--- config.mk ---
export PLATFORM = sky130hd
export DESIGN_NAME = au_dispatch_flat
export DESIGN_NICKNAME = d
export VERILOG_FILES = /design/src/rtl/au_pkg.sv /design/src/rtl/au_dispatch_if.sv /design/src/rtl/au_req_fifo.sv /design/src/rtl/au_dispatch.sv /design/src/flat_wrapper.sv
export SDC_FILE = /design/constraint.sdc
export NUM_CORES = 1
export LEC_CHECK = 0
export CORE_UTILIZATION = 60
export CTS_CLUSTER_SIZE = 25
export DETAILED_ROUTE_END_ITERATION = 16
export DONT_BUFFER_PORTS = 1
export HOLD_SLACK_MARGIN = 0.03
export PLACE_DENSITY = 0.76
export SETUP_SLACK_MARGIN = 0.05
export SLEW_MARGIN = 20
export SYNTH_ARGS = -nofsm -noshare
export SYNTH_HDL_FRONTEND = slang
export SYNTH_SLANG_ARGS = --single-unit
--- constraint.sdc ---
create_clock -name clk -period 3.15 [get_ports clk]
set_clock_uncertainty 0.1 [all_clocks]
set_input_delay 0.4725 -clock clk [delete_from_list [all_inputs] [get_ports clk]]
set_output_delay 0.4725 -clock clk [all_outputs]
set_load 0.005 [all_outputs]
--- src/rtl/au_pkg.sv ---
// Shared definitions for the arithmetic-unit dispatcher: opcodes, response
// error codes, FSM state encoding and default word geometry.
package au_pkg;

    localparam int W_DEF    = 24;
    localparam int FRAC_DEF = 14;

    localparam logic [1:0] OP_ADD = 2'b00;
    localparam logic [1:0] OP_SUB = 2'b01;
    localparam logic [1:0] OP_MUL = 2'b10;
    localparam logic [1:0] OP_DIV = 2'b11;

    localparam logic [1:0] ERR_OK  = 2'b00;
    localparam logic [1:0] ERR_TMO = 2'b01;
    localparam logic [1:0] ERR_DZ  = 2'b10;

    typedef enum logic [1:0] {
        ST_IDLE  = 2'b00,
        ST_ISSUE = 2'b01,
        ST_WAIT  = 2'b10,
        ST_RESP  = 2'b11
    } state_e;

    // A divide whose divisor magnitude is zero is flagged; the sign bit is
    // ignored so that -0 is treated the same as +0.
    function automatic logic is_div_zero(input logic [1:0] op, input logic mag_zero);
        return (op == OP_DIV) && mag_zero;
    endfunction

endpackage

--- src/rtl/au_dispatch_if.sv ---
// Request / AU / response bundle of the dispatcher. The slave modport is the
// dispatcher's view, the master modport is the surrounding system's view.
interface au_dispatch_if import au_pkg::*; #(parameter int W = W_DEF);

    logic           req_valid;
    logic           req_ready;
    logic [1:0]     req_op;
    logic [W-1:0]   req_r;
    logic [W-1:0]   req_s;
    logic [3:0]     req_tag;

    logic           au_start;
    logic [1:0]     au_ctl_d;
    logic [W-1:0]   au_R;
    logic [W-1:0]   au_S;
    logic [W-1:0]   au_I;
    logic [W-1:0]   au_result;
    logic           au_done;
    logic           au_busy;

    logic           rsp_valid;
    logic           rsp_ready;
    logic [W-1:0]   rsp_data;
    logic [3:0]     rsp_tag;
    logic [1:0]     rsp_err;

    logic           idle;

    modport slave (
        input  req_valid, req_op, req_r, req_s, req_tag,
        input  au_result, au_done, au_busy,
        input  rsp_ready,
        output req_ready,
        output au_start, au_ctl_d, au_R, au_S, au_I,
        output rsp_valid, rsp_data, rsp_tag, rsp_err,
        output idle
    );

    modport master (
        output req_valid, req_op, req_r, req_s, req_tag,
        output au_result, au_done, au_busy,
        output rsp_ready,
        input  req_ready,
        input  au_start, au_ctl_d, au_R, au_S, au_I,
        input  rsp_valid, rsp_data, rsp_tag, rsp_err,
        input  idle
    );

endinterface

--- src/rtl/au_req_fifo.sv ---
// Request queue for the dispatcher. Entries are packed {op, r, s, tag}.
// The head entry is visible combinationally on pop_data_o (first-word
// fall-through); a push into an empty queue is only visible the next cycle.
module au_req_fifo import au_pkg::*; #(
    parameter int W     = W_DEF,
    parameter int DEPTH = 4
) (
    input  logic             clk,
    input  logic             rst,
    input  logic             push_i,
    input  logic [2*W+5:0]   push_data_i,
    input  logic             pop_i,
    output logic [2*W+5:0]   pop_data_o,
    output logic             full_o,
    output logic             empty_o
);

    localparam int AW = $clog2(DEPTH);

    logic [AW-1:0]   wr_ptr_q, wr_ptr_d;
    logic [AW-1:0]   rd_ptr_q, rd_ptr_d;
    logic [AW:0]     count_q,  count_d;
    logic [2*W+5:0]  mem_q [DEPTH];
    logic [2*W+5:0]  mem_d [DEPTH];
    logic            push_s;
    logic            pop_s;

    assign full_o     = (count_q == (AW+1)'(DEPTH));
    assign empty_o    = (count_q == '0);
    assign pop_data_o = mem_q[rd_ptr_q];

    // Next pointers, occupancy and storage contents
    always_comb begin
        push_s   = push_i && !full_o;
        pop_s    = pop_i && !empty_o;
        mem_d    = mem_q;
        wr_ptr_d = wr_ptr_q;
        rd_ptr_d = rd_ptr_q;
        count_d  = count_q;
        if (push_s) begin
            mem_d[wr_ptr_q] = push_data_i;
            wr_ptr_d        = wr_ptr_q + AW'(1);
        end else begin
            wr_ptr_d = wr_ptr_q;
        end
        if (pop_s) begin
            rd_ptr_d = rd_ptr_q + AW'(1);
        end else begin
            rd_ptr_d = rd_ptr_q;
        end
        case ({push_s, pop_s})
            2'b10:   count_d = count_q + (AW+1)'(1);
            2'b01:   count_d = count_q - (AW+1)'(1);
            default: count_d = count_q;
        endcase
    end

    // Pointer and occupancy registers; reset empties the queue
    always_ff @(posedge clk) begin
        if (rst) begin
            wr_ptr_q <= '0;
            rd_ptr_q <= '0;
            count_q  <= '0;
        end else begin
            wr_ptr_q <= wr_ptr_d;
            rd_ptr_q <= rd_ptr_d;
            count_q  <= count_d;
        end
    end

    // Entry storage; contents are don't-care while the slot is unoccupied
    always_ff @(posedge clk) begin
        mem_q <= mem_d;
    end

endmodule

--- src/rtl/au_dispatch.sv ---
// Dispatcher that queues arithmetic requests and feeds them one at a time to
// an external arithmetic unit, returning tagged responses in request order.
// A response carries the AU result, a timeout indication if the AU never
// completes, or a divide-by-zero flag alongside the AU's own output.
module au_dispatch import au_pkg::*; #(
    parameter int W       = W_DEF,
    parameter int FRAC    = FRAC_DEF,
    parameter int DEPTH   = 4,
    parameter int TIMEOUT = 64
) (
    input  logic        clk,
    input  logic        rst,
    au_dispatch_if.slave bus
);

    localparam int CW = $clog2(TIMEOUT + 1);

    logic            fifo_full_s;
    logic            fifo_empty_s;
    logic            fifo_pop_s;
    logic            fifo_push_s;
    logic [2*W+5:0]  fifo_wdata_s;
    logic [2*W+5:0]  fifo_rdata_s;
    logic [1:0]      head_op_s;
    logic [W-1:0]    head_r_s;
    logic [W-1:0]    head_s_s;
    logic [3:0]      head_tag_s;

    state_e          state_q,     state_d;
    logic [1:0]      op_q,        op_d;
    logic [W-1:0]    r_q,         r_d;
    logic [W-1:0]    s_q,         s_d;
    logic [3:0]      tag_q,       tag_d;
    logic            start_q,     start_d;
    logic [CW-1:0]   tmo_q,       tmo_d;
    logic            rsp_valid_q, rsp_valid_d;
    logic [W-1:0]    rsp_data_q,  rsp_data_d;
    logic [3:0]      rsp_tag_q,   rsp_tag_d;
    logic [1:0]      rsp_err_q,   rsp_err_d;

    assign fifo_push_s  = bus.req_valid && !fifo_full_s;
    assign fifo_wdata_s = {bus.req_op, bus.req_r, bus.req_s, bus.req_tag};
    assign head_op_s    = fifo_rdata_s[2*W+5 -: 2];
    assign head_r_s     = fifo_rdata_s[2*W+3 -: W];
    assign head_s_s     = fifo_rdata_s[W+3 -: W];
    assign head_tag_s   = fifo_rdata_s[3:0];

    au_req_fifo #(
        .W     (W),
        .DEPTH (DEPTH)
    ) u_req_fifo (
        .clk         (clk),
        .rst         (rst),
        .push_i      (fifo_push_s),
        .push_data_i (fifo_wdata_s),
        .pop_i       (fifo_pop_s),
        .pop_data_o  (fifo_rdata_s),
        .full_o      (fifo_full_s),
        .empty_o     (fifo_empty_s)
    );

    // Next-state, issue latching, timeout counting and response capture
    always_comb begin
        state_d     = state_q;
        op_d        = op_q;
        r_d         = r_q;
        s_d         = s_q;
        tag_d       = tag_q;
        start_d     = 1'b0;
        tmo_d       = tmo_q;
        rsp_valid_d = rsp_valid_q;
        rsp_data_d  = rsp_data_q;
        rsp_tag_d   = rsp_tag_q;
        rsp_err_d   = rsp_err_q;
        fifo_pop_s  = 1'b0;
        case (state_q)
            ST_IDLE: begin
                // Only registered FIFO occupancy is used here, so a push
                // into an empty queue never bypasses to the AU.
                if (!fifo_empty_s && !bus.au_busy) begin
                    fifo_pop_s = 1'b1;
                    op_d       = head_op_s;
                    r_d        = head_r_s;
                    s_d        = head_s_s;
                    tag_d      = head_tag_s;
                    start_d    = 1'b1;
                    state_d    = ST_ISSUE;
                end else begin
                    state_d = ST_IDLE;
                end
            end
            ST_ISSUE: begin
                tmo_d   = '0;
                state_d = ST_WAIT;
            end
            ST_WAIT: begin
                if (bus.au_done) begin
                    rsp_valid_d = 1'b1;
                    rsp_data_d  = bus.au_result;
                    rsp_tag_d   = tag_q;
                    rsp_err_d   = is_div_zero(op_q, s_q[W-2:0] == '0) ? ERR_DZ : ERR_OK;
                    state_d     = ST_RESP;
                end else if (tmo_q == CW'(TIMEOUT - 1)) begin
                    rsp_valid_d = 1'b1;
                    rsp_data_d  = '0;
                    rsp_tag_d   = tag_q;
                    rsp_err_d   = ERR_TMO;
                    state_d     = ST_RESP;
                end else begin
                    tmo_d = tmo_q + CW'(1);
                end
            end
            ST_RESP: begin
                if (bus.rsp_ready) begin
                    rsp_valid_d = 1'b0;
                    state_d     = ST_IDLE;
                end else begin
                    state_d = ST_RESP;
                end
            end
            default: begin
                state_d = ST_IDLE;
            end
        endcase
    end

    // State, issue and response registers with synchronous reset
    always_ff @(posedge clk) begin
        if (rst) begin
            state_q     <= ST_IDLE;
            op_q        <= '0;
            r_q         <= '0;
            s_q         <= '0;
            tag_q       <= '0;
            start_q     <= 1'b0;
            tmo_q       <= '0;
            rsp_valid_q <= 1'b0;
            rsp_data_q  <= '0;
            rsp_tag_q   <= '0;
            rsp_err_q   <= '0;
        end else begin
            state_q     <= state_d;
            op_q        <= op_d;
            r_q         <= r_d;
            s_q         <= s_d;
            tag_q       <= tag_d;
            start_q     <= start_d;
            tmo_q       <= tmo_d;
            rsp_valid_q <= rsp_valid_d;
            rsp_data_q  <= rsp_data_d;
            rsp_tag_q   <= rsp_tag_d;
            rsp_err_q   <= rsp_err_d;
        end
    end

    assign bus.req_ready = !fifo_full_s;
    assign bus.au_start  = start_q;
    assign bus.au_ctl_d  = op_q;
    assign bus.au_R      = r_q;
    assign bus.au_S      = s_q;
    assign bus.au_I      = '0;
    assign bus.rsp_valid = rsp_valid_q;
    assign bus.rsp_data  = rsp_data_q;
    assign bus.rsp_tag   = rsp_tag_q;
    assign bus.rsp_err   = rsp_err_q;
    assign bus.idle      = fifo_empty_s && (state_q == ST_IDLE) && !rsp_valid_q;

endmodule

--- src/flat_wrapper.sv ---
// flat-port wrapper written by rule: the top's interface ports become plain ports
module au_dispatch_flat import au_pkg::*;
#(
    parameter int W       = W_DEF,
    parameter int FRAC    = FRAC_DEF,
    parameter int DEPTH   = 4,
    parameter int TIMEOUT = 64
)
  (clk, rst, bus_req_valid, bus_req_op, bus_req_r, bus_req_s, bus_req_tag, bus_au_result, bus_au_done, bus_au_busy, bus_rsp_ready, bus_req_ready, bus_au_start, bus_au_ctl_d, bus_au_R, bus_au_S, bus_au_I, bus_rsp_valid, bus_rsp_data, bus_rsp_tag, bus_rsp_err, bus_idle);
  au_dispatch_if #(.W(W)) bus_i ();
  input  logic clk;
  input  logic rst;
  input wire logic [$bits(bus_i.req_valid)-1:0] bus_req_valid;
  input wire logic [$bits(bus_i.req_op)-1:0] bus_req_op;
  input wire logic [$bits(bus_i.req_r)-1:0] bus_req_r;
  input wire logic [$bits(bus_i.req_s)-1:0] bus_req_s;
  input wire logic [$bits(bus_i.req_tag)-1:0] bus_req_tag;
  input wire logic [$bits(bus_i.au_result)-1:0] bus_au_result;
  input wire logic [$bits(bus_i.au_done)-1:0] bus_au_done;
  input wire logic [$bits(bus_i.au_busy)-1:0] bus_au_busy;
  input wire logic [$bits(bus_i.rsp_ready)-1:0] bus_rsp_ready;
  output wire logic [$bits(bus_i.req_ready)-1:0] bus_req_ready;
  output wire logic [$bits(bus_i.au_start)-1:0] bus_au_start;
  output wire logic [$bits(bus_i.au_ctl_d)-1:0] bus_au_ctl_d;
  output wire logic [$bits(bus_i.au_R)-1:0] bus_au_R;
  output wire logic [$bits(bus_i.au_S)-1:0] bus_au_S;
  output wire logic [$bits(bus_i.au_I)-1:0] bus_au_I;
  output wire logic [$bits(bus_i.rsp_valid)-1:0] bus_rsp_valid;
  output wire logic [$bits(bus_i.rsp_data)-1:0] bus_rsp_data;
  output wire logic [$bits(bus_i.rsp_tag)-1:0] bus_rsp_tag;
  output wire logic [$bits(bus_i.rsp_err)-1:0] bus_rsp_err;
  output wire logic [$bits(bus_i.idle)-1:0] bus_idle;
  assign bus_i.req_valid = bus_req_valid;
  assign bus_i.req_op = bus_req_op;
  assign bus_i.req_r = bus_req_r;
  assign bus_i.req_s = bus_req_s;
  assign bus_i.req_tag = bus_req_tag;
  assign bus_i.au_result = bus_au_result;
  assign bus_i.au_done = bus_au_done;
  assign bus_i.au_busy = bus_au_busy;
  assign bus_i.rsp_ready = bus_rsp_ready;
  assign bus_req_ready = bus_i.req_ready;
  assign bus_au_start = bus_i.au_start;
  assign bus_au_ctl_d = bus_i.au_ctl_d;
  assign bus_au_R = bus_i.au_R;
  assign bus_au_S = bus_i.au_S;
  assign bus_au_I = bus_i.au_I;
  assign bus_rsp_valid = bus_i.rsp_valid;
  assign bus_rsp_data = bus_i.rsp_data;
  assign bus_rsp_tag = bus_i.rsp_tag;
  assign bus_rsp_err = bus_i.rsp_err;
  assign bus_idle = bus_i.idle;
  au_dispatch #(.W(W), .FRAC(FRAC), .DEPTH(DEPTH), .TIMEOUT(TIMEOUT)) u_core (.clk(clk), .rst(rst), .bus(bus_i));
endmodule
# ---- Yosys cells after proc, flatten, opt, wreduce, memory -nomap -nowiden
# Cells that the tools add are included.
dict set report classes {
  n_addsub 5
  order_cmp 3
  eq_ne 12
  n_mux 28
  bitwise_logic 2
  reduce_logical 23
}
# operator n
set ops {}
lappend ops {{$bwmux 216} 1}
lappend ops {{$mux 54} 3}
lappend ops {{$bmux 54 s2} 1}
lappend ops {{$demux 54 s2} 1}
lappend ops {{$mux 24} 2}
lappend ops {{$logic_not 23->1} 1}
lappend ops {{$mux 7} 2}
lappend ops {{$pmux 7 s2} 1}
lappend ops {{$mux 2} 6}
lappend ops {{$eq 2x2->1 const B} 4}
lappend ops {{$logic_and 1x1->1} 8}
lappend ops {{$mux 4} 2}
lappend ops {{$pmux 2 s4} 1}
lappend ops {{$reduce_bool 2->1} 4}
lappend ops {{$add 7x1->7 const B} 1}
lappend ops {{$eq 7x6->1 const B} 1}
lappend ops {{$ge 3x3->1 const B} 2}
lappend ops {{$mux 1} 6}
lappend ops {{$ne 2x2->1 const B} 3}
lappend ops {{$not 2->3} 2}
lappend ops {{$pmux 3 s2} 1}
lappend ops {{$reduce_and 3->1} 2}
lappend ops {{$add 2x1->2 const B} 2}
lappend ops {{$eq 2x1->1 const B} 2}
lappend ops {{10 further kinds} 14}
dict set report word_totals {
  ff_bits 318
  in_bits 84
  out_inout_bits 108
}

# ---- Depth between registers and ports, before layout
# Gate-level depths: netlist of run 1.
dict set report depth {
  depth_word 8
  depth_mapped 11
  ltp_nobuf 9
}

# ---- Hierarchy
# From an unflattened synthesis of run 1, not the netlist that was laid out.
dict set report unflattened {
  hier_cells 739
  hier_area_um2 11841.4
}
# mod instances cells_each area_each_um2
set by_module_without_submodules {}
lappend by_module_without_submodules {au_req_fifo 1 332 8232.9}
lappend by_module_without_submodules {au_dispatch 1 407 3608.5}

# ---- Worst setup path before layout of run 1
# No wires, ideal clock.
dict set report synth_path {
  kind {reg2reg}
  startpoint {reg u_core.u_req_fifo.count_q[0]}
  endpoint {reg u_core.u_req_fifo.mem_q[0] (netlist bit), enable pin}
  setup_ns 0.418
  arrival_ns 1.894
  required_time_ns 2.632
  slack_ns 0.738
  stages_incl_launch_ff 3
  path_cell_list {dfxtp_1 or3b_1 and3_1}
}
dict set report synth_between {
  elab_chain_cells 4
}
# element line_no
set synth_lines {}
lappend synth_lines {{start, declared} au_req_fifo.sv:22} ;# logic [AW:0] count_q, count_d;
lappend synth_lines {{start signal, assigned} au_req_fifo.sv:67} ;# count_q <= count_d;
lappend synth_lines {{$eq 3x3->1 (*)} au_req_fifo.sv:28} ;# assign full_o = (count_q == (AW+1)'(DEPTH));
lappend synth_lines {{$logic_not 1->1 (*)} --}
lappend synth_lines {{net bus_req_ready} flat_wrapper.sv:22} ;# output wire logic [$bits(bus_i.req_ready)-1:0] bus_req_ready;
lappend synth_lines {{$logic_and 1x1->1} au_dispatch.sv:41} ;# assign fifo_push_s = bus.req_valid && !fifo_full_s;
lappend synth_lines {{$logic_and 1x1->1 (*)} au_req_fifo.sv:34} ;# push_s = push_i && !full_o;
lappend synth_lines {{end signal, assigned} au_req_fifo.sv:73} ;# mem_q <= mem_d;
lappend synth_lines {{end, declared} au_req_fifo.sv:23} ;# logic [2*W+5:0] mem_q [DEPTH];
# The timed path passes the listed nets; every way through them passes the cells marked *.
# A chain may end at the register's enable or synchronous reset.

# ---- Final worst setup path of run 1
dict set report layout_path {
  startpoint {reg u_core.u_req_fifo.count_q[0]}
  endpoint {reg u_core.u_req_fifo.count_q[2]}
}
dict set report layout_between {
  word_cells_on_any_way 16
}
# element line_no
set layout_lines {}
lappend layout_lines {{$eq 3x3->1 (*)} au_req_fifo.sv:28}
lappend layout_lines {{$logic_not 1->1 (*)} --}
lappend layout_lines {{net bus_req_ready} flat_wrapper.sv:22}
lappend layout_lines {{$logic_and 1x1->1} au_dispatch.sv:41}
lappend layout_lines {{$logic_and 1x1->1 (*)} au_req_fifo.sv:34}
lappend layout_lines {{$eq 2x1->1 or $eq 2x2->1 (tied branches)} au_req_fifo.sv:51} ;# case ({push_s, pop_s})
lappend layout_lines {{$pmux 3 s2 or $reduce_bool 2->1 (tied branches)} --}
# Marked as above.

==> results_dict.tcl, run 1 <==
set metrics [dict create \
    final.min_clock_period_ns 2.63 \
    leakagePower_uw 0.00462 \
    drive_gt1_share_pct 15.2 \
    rsz0062_at_grt "false" \
    clkLatencyLatePin_ns 0.55 \
    num_rows 51 \
    grt_max_degree 103 \
    cts.sink_count 318 \
    max_stage_delay_ns 0.51 \
    io_buffers 0 \
    avgViaCountPerCell 5.76 \
    ios 192 \
    worstPathArrival_ns 3.01 \
    finalHoldViolCount 0 \
    r2r_start "u_core.u_req_fifo.count_q[0]" \
    synth_cell_type_count 49 \
    syn_inst 766 \
    crit_family "simple AND/OR/NAND/NOR gates" \
    end_kind "flip-flop" \
    r2r_cells 9 \
    drtAntennaViolNets 0 \
    hold_path_depth 3 \
    synth.avg_cell_area_sq_um 15.5 \
    first_pass_iters 5 \
    setup_tns_ns 0 \
    synthSimpleGateAreaFrac_pct 7.26 \
    fp.dieW_um 143 \
    cap_violations 0 \
    cts-resized-gates 0 \
    fp.dieH_um 143 \
    vias 6545 \
    fmaxAchievable_mhz 380 \
    fp.coreArea_sq_um 19500 \
    synthArstFlopShare_pct 0 \
    start_util_pct 61.1 \
    crit_slowest_cell "or3b_1" \
    synth_compound_area_share_pct 4.89 \
    muxShareOfSynthArea_pct 11.0 \
    start_kind "flip-flop" \
    place_congestion 0.854 \
    seq_area_frac_synth_pct 71.7 \
    fin_hold_ws_ns 0.0812 \
    synth-edff-count 216 \
    synth_common_cells "216 x edfxtp_1, 117 x nand2_1, 102 x dfxtp_1" \
    ys_warn_count 0 \
    grt_use_total_pct 24.2 \
    synth_ff_type "edfxtp_1" \
    drv_slew 0 \
    syn_area_sq_um 11900 \
    holdPathEnd "u_core.bus.rsp_valid" \
    areaGrowthSynthToFinish_pct 16.7 \
    drtIter0Drc 446 \
    synth_fa_ha_area_share_pct 0.800 \
    finalCritPeriodShare_pct 83.6 \
    outcome "finished, final reports clean" \
    antenna_found_initial 2 \
    worst_pin_slew_ns 0.829 \
    synth_xor_area_share_pct 0.368 \
    vdd_drop_max_v 0.000655 \
    drt_wl_total_mm 24.1 \
    ctsHtreeMaxLevel 1 \
    finalSetupViolations 0 \
    synth_top_area_cell "edfxtp_1" \
    nets 936 \
    crit_buf_inv 2 \
    rr_endpoint "u_core.u_req_fifo.count_q[2]" \
    first_global_vias 6744 \
    hp-start "bus_rsp_ready" \
    cts_made_buffers 30 \
    critPathRequiredTime_ns 3.53 \
    synth_top_family_by_area "multiplexers" \
    crit_chain "or3b_1 -> and2_1 -> inv_2 -> ha_1 -> inv_1 -> fa_1 -> xor2_1 -> or3_1 -> a21oi_1" \
    synth_top_area_share_pct 54.6 \
    synth-seq-cells 318 \
    min_path_type "in2reg" \
    wl_per_cell_um 21.2 \
    cts_tree "yes" \
    synth_area_leaders "edfxtp_1 55%, dfxtp_1 17%, mux4_2 10%" \
    reg2reg_slack_ns 0.52 \
    path_clk_slew_ns 0.07 \
    powerDensity_nw_per_um2 815 \
    grt_pass1_wl_mm 36.8 \
    route.detailed.drc 0 \
    crit_fanout 6 \
    path_class "reg2reg" \
    clock_tree.root_cell "clkbuf_16" \
    p_total_uw 11300 \
    fp.dieArea_sq_um 20400 \
    dp_hpwl_mm 13.8 \
    cts_max_path_buffers 3 \
    post-synth-top-count-cell "edfxtp_1" \
    relSlewSlack_pct 44.7 \
    globalRouteOverflowTotal 0 \
    fillers 1216 \
]
[routing by layer]
layer / wire (um) / vias to the layer above / global-route usage [%]
met3: 2070 / 41 / 7.55
met1: 9220 / 3271 / 28.3
li1: - / 2974 / -
met2: 12300 / 259 / 42.7
met4: 527 / 0 / 7.19
met5: 0 / - / 0
[cell families after synthesis]
kind of cell | Yosys count
flip-flops | 318
multiplexers | 62
AND/OR/NAND/NOR | 199
buffers and inverters | 77
XOR/XNOR | 5
other | 1
AO/OA/AOI/OAI | 97
adder cells (fa/ha/maj) | 7
[area by class of cell]
| cell class | count | area, sq um | share of cell area (%) |
|---|---|---|---|
| Timing Repair Buffer | 92 | 941 | 6.78 |
| Sequential cell | 318 | 8530 | 61.5 |
| Clock inverter | 17 | 231 | 1.67 |
| Clock buffer | 39 | 815 | 5.87 |
| Antenna cell | 2 | 5.00 | 0.0361 |
| Inverter | 9 | 33.8 | 0.244 |
| Multi-Input combinational cell | 394 | 2980 | 21.5 |
| Tap cell | 265 | 332 | 2.39 |
[power breakdown]
group | switching, uW | total (uW) | internal (uW)
sequential | 454 | 5480 | 5030
combinational | 1110 | 2080 | 965
clock | 1510 | 3750 | 2240
total | 3070 | 11300 | 8240
[how the worst max path moves through the flow]
stage / cells after the start / start / slack (ns) / end
floorplan: 2 / u_core.u_req_fifo.count_q[0] / 0.74 / u_core.u_req_fifo.mem_q[0]
global placement: 9 / u_core.u_req_fifo.count_q[0] / 0.61 / u_core.u_req_fifo.count_q[2]
detailed placement: 9 / u_core.u_req_fifo.count_q[0] / 0.55 / u_core.u_req_fifo.count_q[2]
CTS: 9 / u_core.u_req_fifo.count_q[0] / 0.52 / u_core.u_req_fifo.count_q[2]
global route: 9 / u_core.u_req_fifo.count_q[0] / 0.35 / u_core.u_req_fifo.count_q[2]
finish: 9 / u_core.u_req_fifo.count_q[0] / 0.52 / u_core.u_req_fifo.count_q[2]
[layout by cell type (no fill, tap or decap), drive strengths merged, types with 3 or more instances in the layout]
cell type	Yosys	routed
mux4	54	54
nand3b	3	3
nor2	43	43
nor4	4	4
edfxtp	216	216
buf	52	15
nor3	6	6
mux2	3	3
nand3	3	3
and2	3	3
inv	9	10
bufinv	0	5
ha	6	6
a22oi	24	24
clkbuf	16	39
nand2b	3	3
and3	4	4
conb	1	24
dlygate4sd3	0	77
dfxtp	102	102
clkinv	0	9
mux2i	5	5
a21oi	63	63
xor2	3	3
nand2	118	118
[flip-flops by register name, summed over array words and instances (netlist names), 3 cells and up]
| name | count |
|---|---|
| u_core.u_req_fifo.mem_q | 216 |
| u_core.bus.au_R | 24 |
| u_core.bus.au_S | 24 |
| u_core.bus.rsp_data | 24 |
| u_core.tmo_q | 7 |
| u_core.bus.rsp_tag | 4 |
| u_core.tag_q | 4 |
| u_core.u_req_fifo.count_q | 3 |
[metrics by stage]
| step | instances | util, % | worst slack [ns] | instance area (sq um) |
|---|---|---|---|---|
| after floorplan | 789 | - | 0.738 | 12000 |
| after global placement | 1000 | 61.8 | 0.609 | 12000 |
| after detailed placement | 1000 | 61.8 | 0.547 | 12000 |
| after CTS | 1134 | 71.3 | 0.520 | 13900 |
| after global routing | 1136 | 71.3 | 0.354 | 13900 |
| final | 1136 | 71.3 | 0.515 | 13900 |
[worst reg2reg max path, cell delays in order, from the launching register on]
cell,delay (ns)
dfxtp_1,0.35
or3b_1,0.51
and2_1,0.26
inv_2,0.07
ha_1,0.18
inv_1,0.07
fa_1,0.43
xor2_1,0.15
or3_1,0.31
a21oi_1,0.14
[repair_timing]
item                                   in CTS  in global routing
endpoints found under the hold margin     318                  0
buffers inserted                            0                  0
hold buffers                               78                  0
Note: power is estimated with default switching activity, not from simulation.
==> run 2, diff against run 1 <==
==> constraint.sdc (replaced) <==
create_clock -name clk -period 2.71 [get_ports clk]
set_clock_uncertainty 0.1 [all_clocks]
set_input_delay 0.4065 -clock clk [delete_from_list [all_inputs] [get_ports clk]]
set_output_delay 0.4065 -clock clk [all_outputs]
set_load 0.005 [all_outputs]
==> run 2 against run 1 <==
Total power is 16% higher; sequential power is 15% higher; first-iteration DRC count is 5.6% lower; critical path type unchanged; largest cell class unchanged; highest routed layer unchanged.
==> results_dict.tcl, run 2 (synthesized netlist as in run 1, its figures left out) <==
set metrics [dict create \
    grt_pass1_wl_mm 36.7 \
    cts_made_buffers 30 \
    crit_slowest_cell "fa_1" \
    finalCritPeriodShare_pct 92.7 \
    largest_reg_flops 216 \
    cts.sink_count 318 \
    leakagePower_uw 0.00467 \
    crit_buf_inv 2 \
    final.min_clock_period_ns 2.51 \
    ios 192 \
    critPathRequiredTime_ns 3.08 \
    first_pass_iters 5 \
    fp.dieH_um 143 \
    fillers 1165 \
    grt_use_total_pct 24.0 \
    max_stage_delay_ns 0.43 \
    globalRouteOverflowTotal 0 \
    rsz0062_at_grt "false" \
    clkLatencyLatePin_ns 0.54 \
    num_rows 51 \
    setup_tns_ns 0 \
    vdd_drop_max_v 0.000879 \
    finalHoldViolCount 0 \
    outcome "finished, final reports clean" \
    path_class "reg2reg" \
    start_kind "flip-flop" \
    route.detailed.drc 0 \
    regMostFlops "u_core.u_req_fifo.mem_q" \
    crit_family "simple AND/OR/NAND/NOR gates" \
    seq_area_sq_um 8530 \
    final_cell_mix "216 x edfxtp_1, 117 x nand2_1, 99 x dfxtp_1" \
    grt_max_degree 103 \
    end_kind "flip-flop" \
    start_util_pct 61.1 \
    cts_tree "yes" \
    drt_wl_total_mm 24.2 \
    cts_max_path_buffers 3 \
    drtIter0Drc 421 \
    min_path_type "in2reg" \
    io_buffers 0 \
    areaGrowthSynthToFinish_pct 17.5 \
    wl_per_cell_um 21.2 \
    dpl_cell_area_sq_um 12100 \
    layout_commonest_cell "edfxtp_1" \
    multiInputGateArea_sq_um 3000 \
    ctsHtreeMaxLevel 1 \
    antenna_found_initial 2 \
    dp_hpwl_mm 13.9 \
    crit_fanout 4 \
    fp.dieW_um 143 \
    worstPathArrival_ns 2.88 \
    path_clk_slew_ns 0.06 \
    fin_util_pct 71.7 \
    cap_violations 0 \
    fmaxAchievable_mhz 398 \
    clock_tree.root_cell "clkbuf_16" \
    worst_pin_slew_ns 0.730 \
    vias 6559 \
    relSlewSlack_pct 51.3 \
    drv_slew 0 \
    drtAntennaViolNets 0 \
    fp.dieArea_sq_um 20400 \
    fp.coreArea_sq_um 19500 \
    avgViaCountPerCell 5.74 \
    finalSetupViolations 0 \
    place_congestion 0.841 \
    post-route-cell-area_sq_um 14000 \
    first_global_vias 6790 \
    crit_chain "or3b_4 -> and2_1 -> inv_2 -> ha_2 -> inv_1 -> fa_1 -> xor2_1 -> or3_4 -> a21oi_2" \
    drive_gt1_share_pct 16.6 \
    powerDensity_nw_per_um2 941 \
    nets 945 \
]
==> run 2: where the power goes <==
group          switching, uW  internal, uW  leakage (uW)
Sequential               451          5850       0.00281
Clock                   1680          2570      0.000506
Combinational           1400          1200       0.00135
Total                   3530          9620       0.00467
==> run 2: final timing paths <==
path | start | to | slack [ns] | cells after the start
worst max-delay path | u_core.u_req_fifo.count_q[0] | u_core.u_req_fifo.count_q[2] | 0.20 | 9
worst min-delay path | bus_rsp_ready | u_core.state_q[1] | 0.05 | 2
worst max register to register | u_core.u_req_fifo.count_q[0] | u_core.u_req_fifo.count_q[2] | 0.20 | 9
worst min register to register | u_core.tag_q[0] | u_core.tag_q[0] | 0.36 | 2
==> run 2: cell type report <==
type	instances	area share (%)
diodes	2	0.0358
clock buffers	39	6.06
clock inverters	15	1.27
inverters	9	0.242
multi-input cells	394	21.5
flip-flops and latches	318	61.1
well taps	265	2.37
repair buffers	101	7.44
==> run 2: layer usage <==
layer	track usage (%)	share of wire, %	up-vias
met5	0	0	-
met4	7.58	2.5	0
met3	6.27	7.9	46
met2	41.5	50	274
met1	29.7	40	3259
li1	-	-	2980
==> run 2: metrics by stage <==
stage	instances	hold WS, ns	setup WS (ns)	total power [uW]
5_1_grt	1143	0.0646	0.0662	13700
3_3_place_gp	1007	0.336	0.333	8700
4_1_cts	1141	0.0312	0.134	13200
6_report	1143	0.0541	0.197	13100
2_1_floorplan	789	0.336	0.298	8220
3_5_place_dp	1007	0.339	0.177	8820
==> run 2: what timing repair did <==
item	4_1_cts	5_1_grt
hold buffers	80	0
endpoints found under the hold margin	318	0
setup buffers	0	0
setup endpoints to repair	0	1
gates resized for setup	0	5
==> run 3, diff against run 2 <==
--- a/config.mk
+++ b/config.mk
@@ -5,6 +5,7 @@
 export SDC_FILE = /design/constraint.sdc
 export NUM_CORES = 1
 export LEC_CHECK = 0
+export CAP_MARGIN = 5
 export CORE_UTILIZATION = 60
 export CTS_CLUSTER_SIZE = 25
 export DETAILED_ROUTE_END_ITERATION = 16
==> results of run 3 <==
The final DEF is identical to that of run 2; final timing and power are the same.
